[src/rtl/pc_fetch_if.sv]
// Fetch-stage bundle between CTRL/ID, instruction memory and the PC generator.
// The fetch controller uses the master modport (it issues imem requests); the environment uses slave.
interface pc_fetch_if #(
   parameter int unsigned ADDR_W = 32,
   parameter int unsigned EXC_W  = 32
);
   logic              stall;
   logic              flush;
   logic [ADDR_W-1:0] new_pc;
   logic              branch_flag_i;
   logic [ADDR_W-1:0] branch_tgt_i;
   logic              imem_ready;
   logic              imem_req;
   logic [ADDR_W-1:0] pc;
   logic              ce;
   logic [EXC_W-1:0]  excepttype_o;

   modport master (
      input  stall, flush, new_pc, branch_flag_i, branch_tgt_i, imem_ready,
      output imem_req, pc, ce, excepttype_o
   );

   modport slave (
      output stall, flush, new_pc, branch_flag_i, branch_tgt_i, imem_ready,
      input  imem_req, pc, ce, excepttype_o
   );
endinterface

[src/rtl/pc_fetch_ctrl.sv]
// IF-stage fetch-address generator: pc/ce registers, imem request handshake, flush/branch redirects.
// Define PC_FETCH_REDIRECT_BUF_EN to buffer a branch that arrives while fetch is held (enables S_PEND).
module pc_fetch_ctrl #(
   parameter int unsigned ADDR_W    = 32,
   parameter logic [31:0] RESET_VEC = 32'hBFC00000,
   parameter int unsigned INC_BYTES = 4,
   parameter int unsigned EXC_W     = 32,
   parameter int unsigned ADEL_BIT  = 4
) (
   input  logic       clk,
   input  logic       rst,
   pc_fetch_if.master bus
);
   localparam logic [ADDR_W-1:0] RST_PC = ADDR_W'(RESET_VEC);
   localparam logic [ADDR_W-1:0] INC    = ADDR_W'(INC_BYTES);

   typedef enum logic [1:0] {S_OFF, S_RUN, S_PEND} state_t;

   state_t            state;
   logic              ce_q;
   logic [ADDR_W-1:0] pc_q;
   logic [EXC_W-1:0]  exc_q;
   logic              pend_v;
   logic [ADDR_W-1:0] pend_addr;

   logic              req;
   logic              advance;
   logic              pc_upd;
   logic [ADDR_W-1:0] pc_nxt;

   function automatic logic [EXC_W-1:0] adel_flags(input logic [ADDR_W-1:0] a);
      logic [EXC_W-1:0] f;
      f           = '0;
      f[ADEL_BIT] = |a[1:0];
      return f;
   endfunction

   // A misaligned pc must never reach memory; it sits until a flush replaces it.
   assign req     = ce_q & ~bus.stall & ~exc_q[ADEL_BIT];
   assign advance = req & bus.imem_ready;

   always_comb begin
      pc_upd = 1'b0;
      pc_nxt = pc_q;
      if (bus.flush) begin
         pc_upd = 1'b1;
         pc_nxt = bus.new_pc;
      end else if (advance) begin
         pc_upd = 1'b1;
         if (bus.branch_flag_i) begin
            pc_nxt = bus.branch_tgt_i;
         end else if (pend_v) begin
            pc_nxt = pend_addr;
         end else begin
            pc_nxt = pc_q + INC;
         end
      end
   end

   always_ff @(posedge clk) begin
      if (rst) begin
         state     <= S_OFF;
         ce_q      <= 1'b0;
         pc_q      <= RST_PC;
         exc_q     <= '0;
         pend_v    <= 1'b0;
         pend_addr <= '0;
      end else begin
         case (state)
            S_OFF: begin
               // Enable only; the first fetch is issued from RST_PC itself.
               ce_q  <= 1'b1;
               pc_q  <= RST_PC;
               exc_q <= adel_flags(RST_PC);
               state <= S_RUN;
            end
            default: begin
               if (pc_upd) begin
                  pc_q   <= pc_nxt;
                  exc_q  <= adel_flags(pc_nxt);
                  pend_v <= 1'b0;
                  state  <= S_RUN;
               end else if (bus.branch_flag_i) begin
`ifdef PC_FETCH_REDIRECT_BUF_EN
                  // Held branch: remember the newest target until the next advance.
                  pend_addr <= bus.branch_tgt_i;
                  pend_v    <= 1'b1;
                  state     <= S_PEND;
`endif
               end
            end
         endcase
      end
   end

   assign bus.imem_req     = req;
   assign bus.pc           = pc_q;
   assign bus.ce           = ce_q;
   assign bus.excepttype_o = exc_q;
endmodule
[src/flat_wrapper.sv]
// flat-port wrapper written by rule: the top's interface ports become plain ports
module pc_fetch_ctrl_flat 
#(
   parameter int unsigned ADDR_W    = 32,
   parameter logic [31:0] RESET_VEC = 32'hBFC00000,
   parameter int unsigned INC_BYTES = 4,
   parameter int unsigned EXC_W     = 32,
   parameter int unsigned ADEL_BIT  = 4
)
  (clk, rst, bus_stall, bus_flush, bus_new_pc, bus_branch_flag_i, bus_branch_tgt_i, bus_imem_ready, bus_imem_req, bus_pc, bus_ce, bus_excepttype_o);
  pc_fetch_if #(.ADDR_W(ADDR_W), .EXC_W(EXC_W)) bus_i ();
  input  logic clk;
  input  logic rst;
  input wire logic [$bits(bus_i.stall)-1:0] bus_stall;
  input wire logic [$bits(bus_i.flush)-1:0] bus_flush;
  input wire logic [$bits(bus_i.new_pc)-1:0] bus_new_pc;
  input wire logic [$bits(bus_i.branch_flag_i)-1:0] bus_branch_flag_i;
  input wire logic [$bits(bus_i.branch_tgt_i)-1:0] bus_branch_tgt_i;
  input wire logic [$bits(bus_i.imem_ready)-1:0] bus_imem_ready;
  output wire logic [$bits(bus_i.imem_req)-1:0] bus_imem_req;
  output wire logic [$bits(bus_i.pc)-1:0] bus_pc;
  output wire logic [$bits(bus_i.ce)-1:0] bus_ce;
  output wire logic [$bits(bus_i.excepttype_o)-1:0] bus_excepttype_o;
  assign bus_i.stall = bus_stall;
  assign bus_i.flush = bus_flush;
  assign bus_i.new_pc = bus_new_pc;
  assign bus_i.branch_flag_i = bus_branch_flag_i;
  assign bus_i.branch_tgt_i = bus_branch_tgt_i;
  assign bus_i.imem_ready = bus_imem_ready;
  assign bus_imem_req = bus_i.imem_req;
  assign bus_pc = bus_i.pc;
  assign bus_ce = bus_i.ce;
  assign bus_excepttype_o = bus_i.excepttype_o;
  pc_fetch_ctrl #(.ADDR_W(ADDR_W), .RESET_VEC(RESET_VEC), .INC_BYTES(INC_BYTES), .EXC_W(EXC_W), .ADEL_BIT(ADEL_BIT)) u_core (.clk(clk), .rst(rst), .bus(bus_i));
endmodule
[config.mk]
export PLATFORM = sky130hd
export DESIGN_NAME = pc_fetch_ctrl_flat
export DESIGN_NICKNAME = d
export VERILOG_FILES = /design/src/rtl/pc_fetch_if.sv /design/src/rtl/pc_fetch_ctrl.sv /design/src/flat_wrapper.sv
export SDC_FILE = /design/constraint.sdc
export NUM_CORES = 1
export LEC_CHECK = 0
export CAP_MARGIN = 10
export CORE_ASPECT_RATIO = 1.4
export CORE_UTILIZATION = 41
export DETAILED_ROUTE_END_ITERATION = 12
export PLACE_DENSITY = 0.88
export SYNTH_ARGS = -nofsm -noshare
export SYNTH_HDL_FRONTEND = slang
export SYNTH_SLANG_ARGS = --single-unit
export TNS_END_PERCENT = 5
[constraint.sdc]
create_clock -name clk -period 2.8 [get_ports clk]
set_input_delay 0.56 -clock clk [delete_from_list [all_inputs] [get_ports clk]]
set_output_delay 0.56 -clock clk [all_outputs]
set_load 0.01 [all_outputs]
Yosys cells after proc, flatten, opt, wreduce, memory -nomap -nowiden
Index checks and enable logic that the tools add are counted.

storage, ports and cells
  register bits = 35
  latch bits = 0
  ROM bits = 0
  RAM bits = 0
  word-level logic and storage cells = 24
  output and inout port bits = 66
  bits of input ports = 70
  memories = 0

cells by class
  bitwise operators = 5
  reduce and logical (&&, ||, !) cells = 6
  eq/ne operators = 0
  shift-type cells = 0
  $mul = 0
  divide/modulo/power cells = 0
  muxes and demuxes = 7
  $lt $le $gt $ge = 0
  add/sub/neg operators = 1

operators with widths
  operator                                                          number
  32-bit two-way mux                                                3
  32-bit by 3-bit adder with 32-bit output (second input constant)  1
  1-bit two-way mux                                                 4
  2-bit nonzero test                                                2
  2-bit OR reduction                                                2
  1-bit bitwise AND                                                 3
  2-bit zero test                                                   1
  1-bit NOT                                                         2
  2-bit AND reduction                                               1

Longest topological paths before layout
  depth in word-level cells = 8
  depth in mapped cells = 7
  mapped depth without buffers = 6

Least setup slack after synthesis
OpenSTA, ideal clock, no wires.

  path type = register to register
  start point = register u_core.pc_q[2], in the netlist u_core.bus.pc[2]
  end point = register u_core.pc_q[20], in the netlist u_core.bus.pc[20]
  setup time = 136 ps
  clock period less this slack = 2,187 ps
  required time = 2,664 ps
  path buffers = 0
  path slack = 613 ps
  stages on the path, launching flop included = 7
  arrival = 2,052 ps
  cells stage by stage = dfxtp_1 > ha_1 > inv_1 > or4_1 > or4b_1 > a21oi_1 > o32ai_1

on the way
  word-level cells in the longest chain between the ends = 4

RTL lines
  element                                   RTL line             text
  start: declaration                        pc_fetch_ctrl.sv:21  logic [ADDR_W-1:0] pc_q;
  start signal: assignment                  pc_fetch_ctrl.sv:79  pc_q <= pc_nxt;
  32-bit by 3-bit adder with 32-bit output  pc_fetch_ctrl.sv:55  pc_nxt = pc_q + INC;
  32-bit two-way mux                        pc_fetch_ctrl.sv:50  if (bus.branch_flag_i) begin
  32-bit two-way mux                        pc_fetch_ctrl.sv:48  end else if (advance) begin
  32-bit two-way mux                        pc_fetch_ctrl.sv:45  if (bus.flush) begin

Every way passes these cells. The select of a mux whose other input is x is not followed.
A chain may end at the register's enable or synchronous reset.

Worst setup path after layout
  start point = register u_core.pc_q[4], in the netlist u_core.bus.pc[4]
  end point = register u_core.pc_q[30], in the netlist u_core.bus.pc[30]

The elaborated chain is that of the path after synthesis.

==> results.py <==
metrics = {
    "synth": {
        "ys_ff_latch": 35,
        "synthCells": 385,
        "synth-main-ff-cell": "dfxtp_1",
        "synth_area_sq_um": 2750,
        "seq_area_frac_synth": 0.255,
        "synth_async_sr_flop_share": 0,
        "ys_types": 55,
        "synth-edff-count": 0,
        "synthDominantCellAreaShare": 0.255,
        "yosys_warnings": 0,
        "avgSynthCellArea_sq_um": 7.15,
        "synth_area_leaders": "dfxtp_1 (25%), buf_4 (8.5%), a21oi_1 (6.7%)",
        "yosys.area.top_type": "dfxtp_1",
    },
    "drt": {
        "vias_per_cell": 5.92,
        "drt-total-wl_um": 8570,
        "wire_per_inst_um": 15.5,
        "drtIter0Drc": 316,
        "drc": 12,
        "first_pass_iters": 10,
        "via_count": 3260,
        "ant_nets": 0,
    },
    "timing": {
        "post-route-period-util": 0.848,
        "rsz0062_at_grt": "false",
        "fmax_ghz": 0.421,
        "hold_viol_final": 0,
        "fin_setup_tns_ns": 0,
        "clock_skew_ns": 0.00643,
        "final-max-slew-violation-count": 0,
        "post-route-min-period_ns": 2.38,
        "setup_ws_ns": 0.425,
        "final-setup-viol-count": 0,
    },
    "floorplan": {
        "rows": 35,
        "core-area_sq_um": 6530,
        "ios": 136,
        "start_util": 0.422,
        "die_w_um": 71.2,
        "die_y_um": 98.9,
        "dieArea_sq_um": 7050,
    },
    "clocking": {
        "path_clk_slew_ns": 0.07,
        "postCtsSetupRepairBufs": 0,
        "htreeDepth": 2,
        "clkSinkCount": 35,
        "clockBufferDepth": 2,
        "cts_inserted_buffers": 5,
        "insertion_delay_ns": 0.29,
        "cts-hold-fix-buffers": 0,
        "cts_root_buf": "clkbuf_8",
        "cts_resized": 0,
        "cts_tree": "built",
    },
    "grt": {
        "grt_max_degree": 46,
        "grt_pass1_wl_um": 13900,
        "grt_pass1_vias": 3094,
        "grt-ovfl-total": 0,
        "track_usage": 0.246,
        "antenna_found_initial": 0,
    },
    "critical_path": {
        "required_ns": 2.97,
        "max_stage_delay_ns": 0.68,
        "cp-end-kind": "flop",
        "cp_cell_sequence": "nand4_2, or4_1, buf_4, nor3_1, nor4b_1, nor4_1",
        "critPathLaunchType": "flop",
        "path_max_fanout": 9,
        "slowest_stage": "or4_1",
        "worstSetupPathType": "flop to flop",
        "reg2regPathDepth": 6,
        "cp.arrival_ns": 2.55,
    },
    "outcome": {
        "status": "finished with violations",
        "violations": "DRC",
    },
    "power": {
        "p_leak_nw": 1.40,
        "peakVddDrop_uv": 216,
        "power_density_nw_per_um2": 325,
    },
    "finish": {
        "instances_no_fill": 551,
        "final_area_sq_um": 3830,
        "drive_gt1_frac": 0.0566,
        "area_growth_pct": 39.1,
        "n_antenna_cell": 0,
        "final_nets": 549,
    },
    "place": {
        "place_ws_ns": 0.262,
        "place_hpwl_um": 6250,
        "place_area_sq_um": 3750,
        "portBuffers": 104,
        "place_congestion": 0.834,
        "dpl.cell_count": 545,
    },
    "flow_run": {
        "cap_violations": 0,
    },
    "hold_path": {
        "worstHoldPathType": "flop to flop",
        "min_path_cells": 1,
    },
}
cells in the final DEF, fill, tap and decap left out, types with 5 or more instances in the layout:
master and instances:
nand3_1 12, a21oi_1 37, o32ai_1 5, inv_1 17
o21a_1 5, nor2_1 21, dfxtp_1 35, nor4_1 7
conb_1 31, clkdlybuf4s50_1 103, or3_1 7, buf_4 14
mux2i_1 8, o22ai_1 5, xnor2_1 5, nor3_1 16
clkbuf_8 5, a211oi_1 8, o21ai_0 28, nand2_1 34
nand4_1 9
metrics by stage:
stage          hold WS, ns   util  power, mW
2_1_floorplan        0.403      -      0.742
3_3_place_gp         0.414  0.575      0.889
3_5_place_dp         0.422  0.575      0.895
4_1_cts              0.432  0.586       1.24
5_1_grt              0.455  0.586       1.30
6_report             0.425  0.586       1.24
final cells by class:
cell class / instances / area [sq um]
fill: 604 / 2700
inverter: 17 / 63.8
tap: 74 / 92.6
sequential: 35 / 701
multi-input combinational: 301 / 1760
clock buffer: 6 / 72.6
timing repair buffer: 118 / 1140
cells in the mapped netlist (all sizes together) (3+ instances only):
cell,instances
and4,4
a211oi,8
nand2,34
a221oi,4
a21oi,37
buf,38
nor2,21
o41ai,4
dfxtp,35
nand4,10
xnor2,5
and3,4
nor3,16
inv,17
or3,7
nor2b,4
nand3,12
or4,4
a31oi,3
nand2b,4
o31ai,3
nor4,7
o32ai,5
o21a,5
clkbuf,24
o21ai,30
mux2i,8
o31a,3
o22ai,5
where the power goes:
| part | total, mW | internal (mW) | leakage, nW | switching (mW) |
|---|---|---|---|---|
| Sequential | 0.549 | 0.519 | 0.287 | 0.0298 |
| Combinational | 0.339 | 0.183 | 1.08 | 0.156 |
| Clock | 0.355 | 0.166 | 0.0371 | 0.189 |
worst paths after layout:
kind	endpoint	slack, ns	start
max	u_core.bus.pc[30]$_SDFFE_PP0P_	0.42	u_core.bus.pc[4]$_SDFFE_PP0P_
min reg2reg	u_core.bus.ce$_SDFFE_PP0N_	0.43	u_core.state[0]$_SDFFE_PP0P_
max reg2reg	u_core.bus.pc[30]$_SDFFE_PP0P_	0.42	u_core.bus.pc[4]$_SDFFE_PP0P_
min	u_core.bus.ce$_SDFFE_PP0N_	0.43	u_core.state[0]$_SDFFE_PP0P_
layer usage:
metal,GRT usage,vias to the layer above,share of wire
met1,0.280,1544,0.38
met5,0,-,0
met2,0.420,149,0.51
li1,-,1537,-
met3,0.0501,30,0.070
met4,0.143,0,0.032
logic make-up after synthesis:
| family | count (synthesis) | synth area share |
|---|---|---|
| xor+xnor | 6 | 0.0191 |
| flops | 35 | 0.255 |
| other cells | 1 | 0.00136 |
| buf+inv | 79 | 0.154 |
| fa+ha+maj | 1 | 0.00455 |
| compound gates | 120 | 0.276 |
| simple gates | 135 | 0.262 |
| mux | 8 | 0.0291 |
state kept, by name, summed over array words and instances, names as in the netlist:
register                 flops
u_core.state                 1
u_core.bus.excepttype_o      1
u_core.bus.pc               32
u_core.bus.ce                1
worst max-delay path, delay by kind of cell, from the launching register on:
family                 cells  cell delay (ns)
flip-flops                 1             0.52
AND/OR/NAND/NOR            5             1.51
buffers and inverters      1             0.23
(Power assumes the default switching activity.)
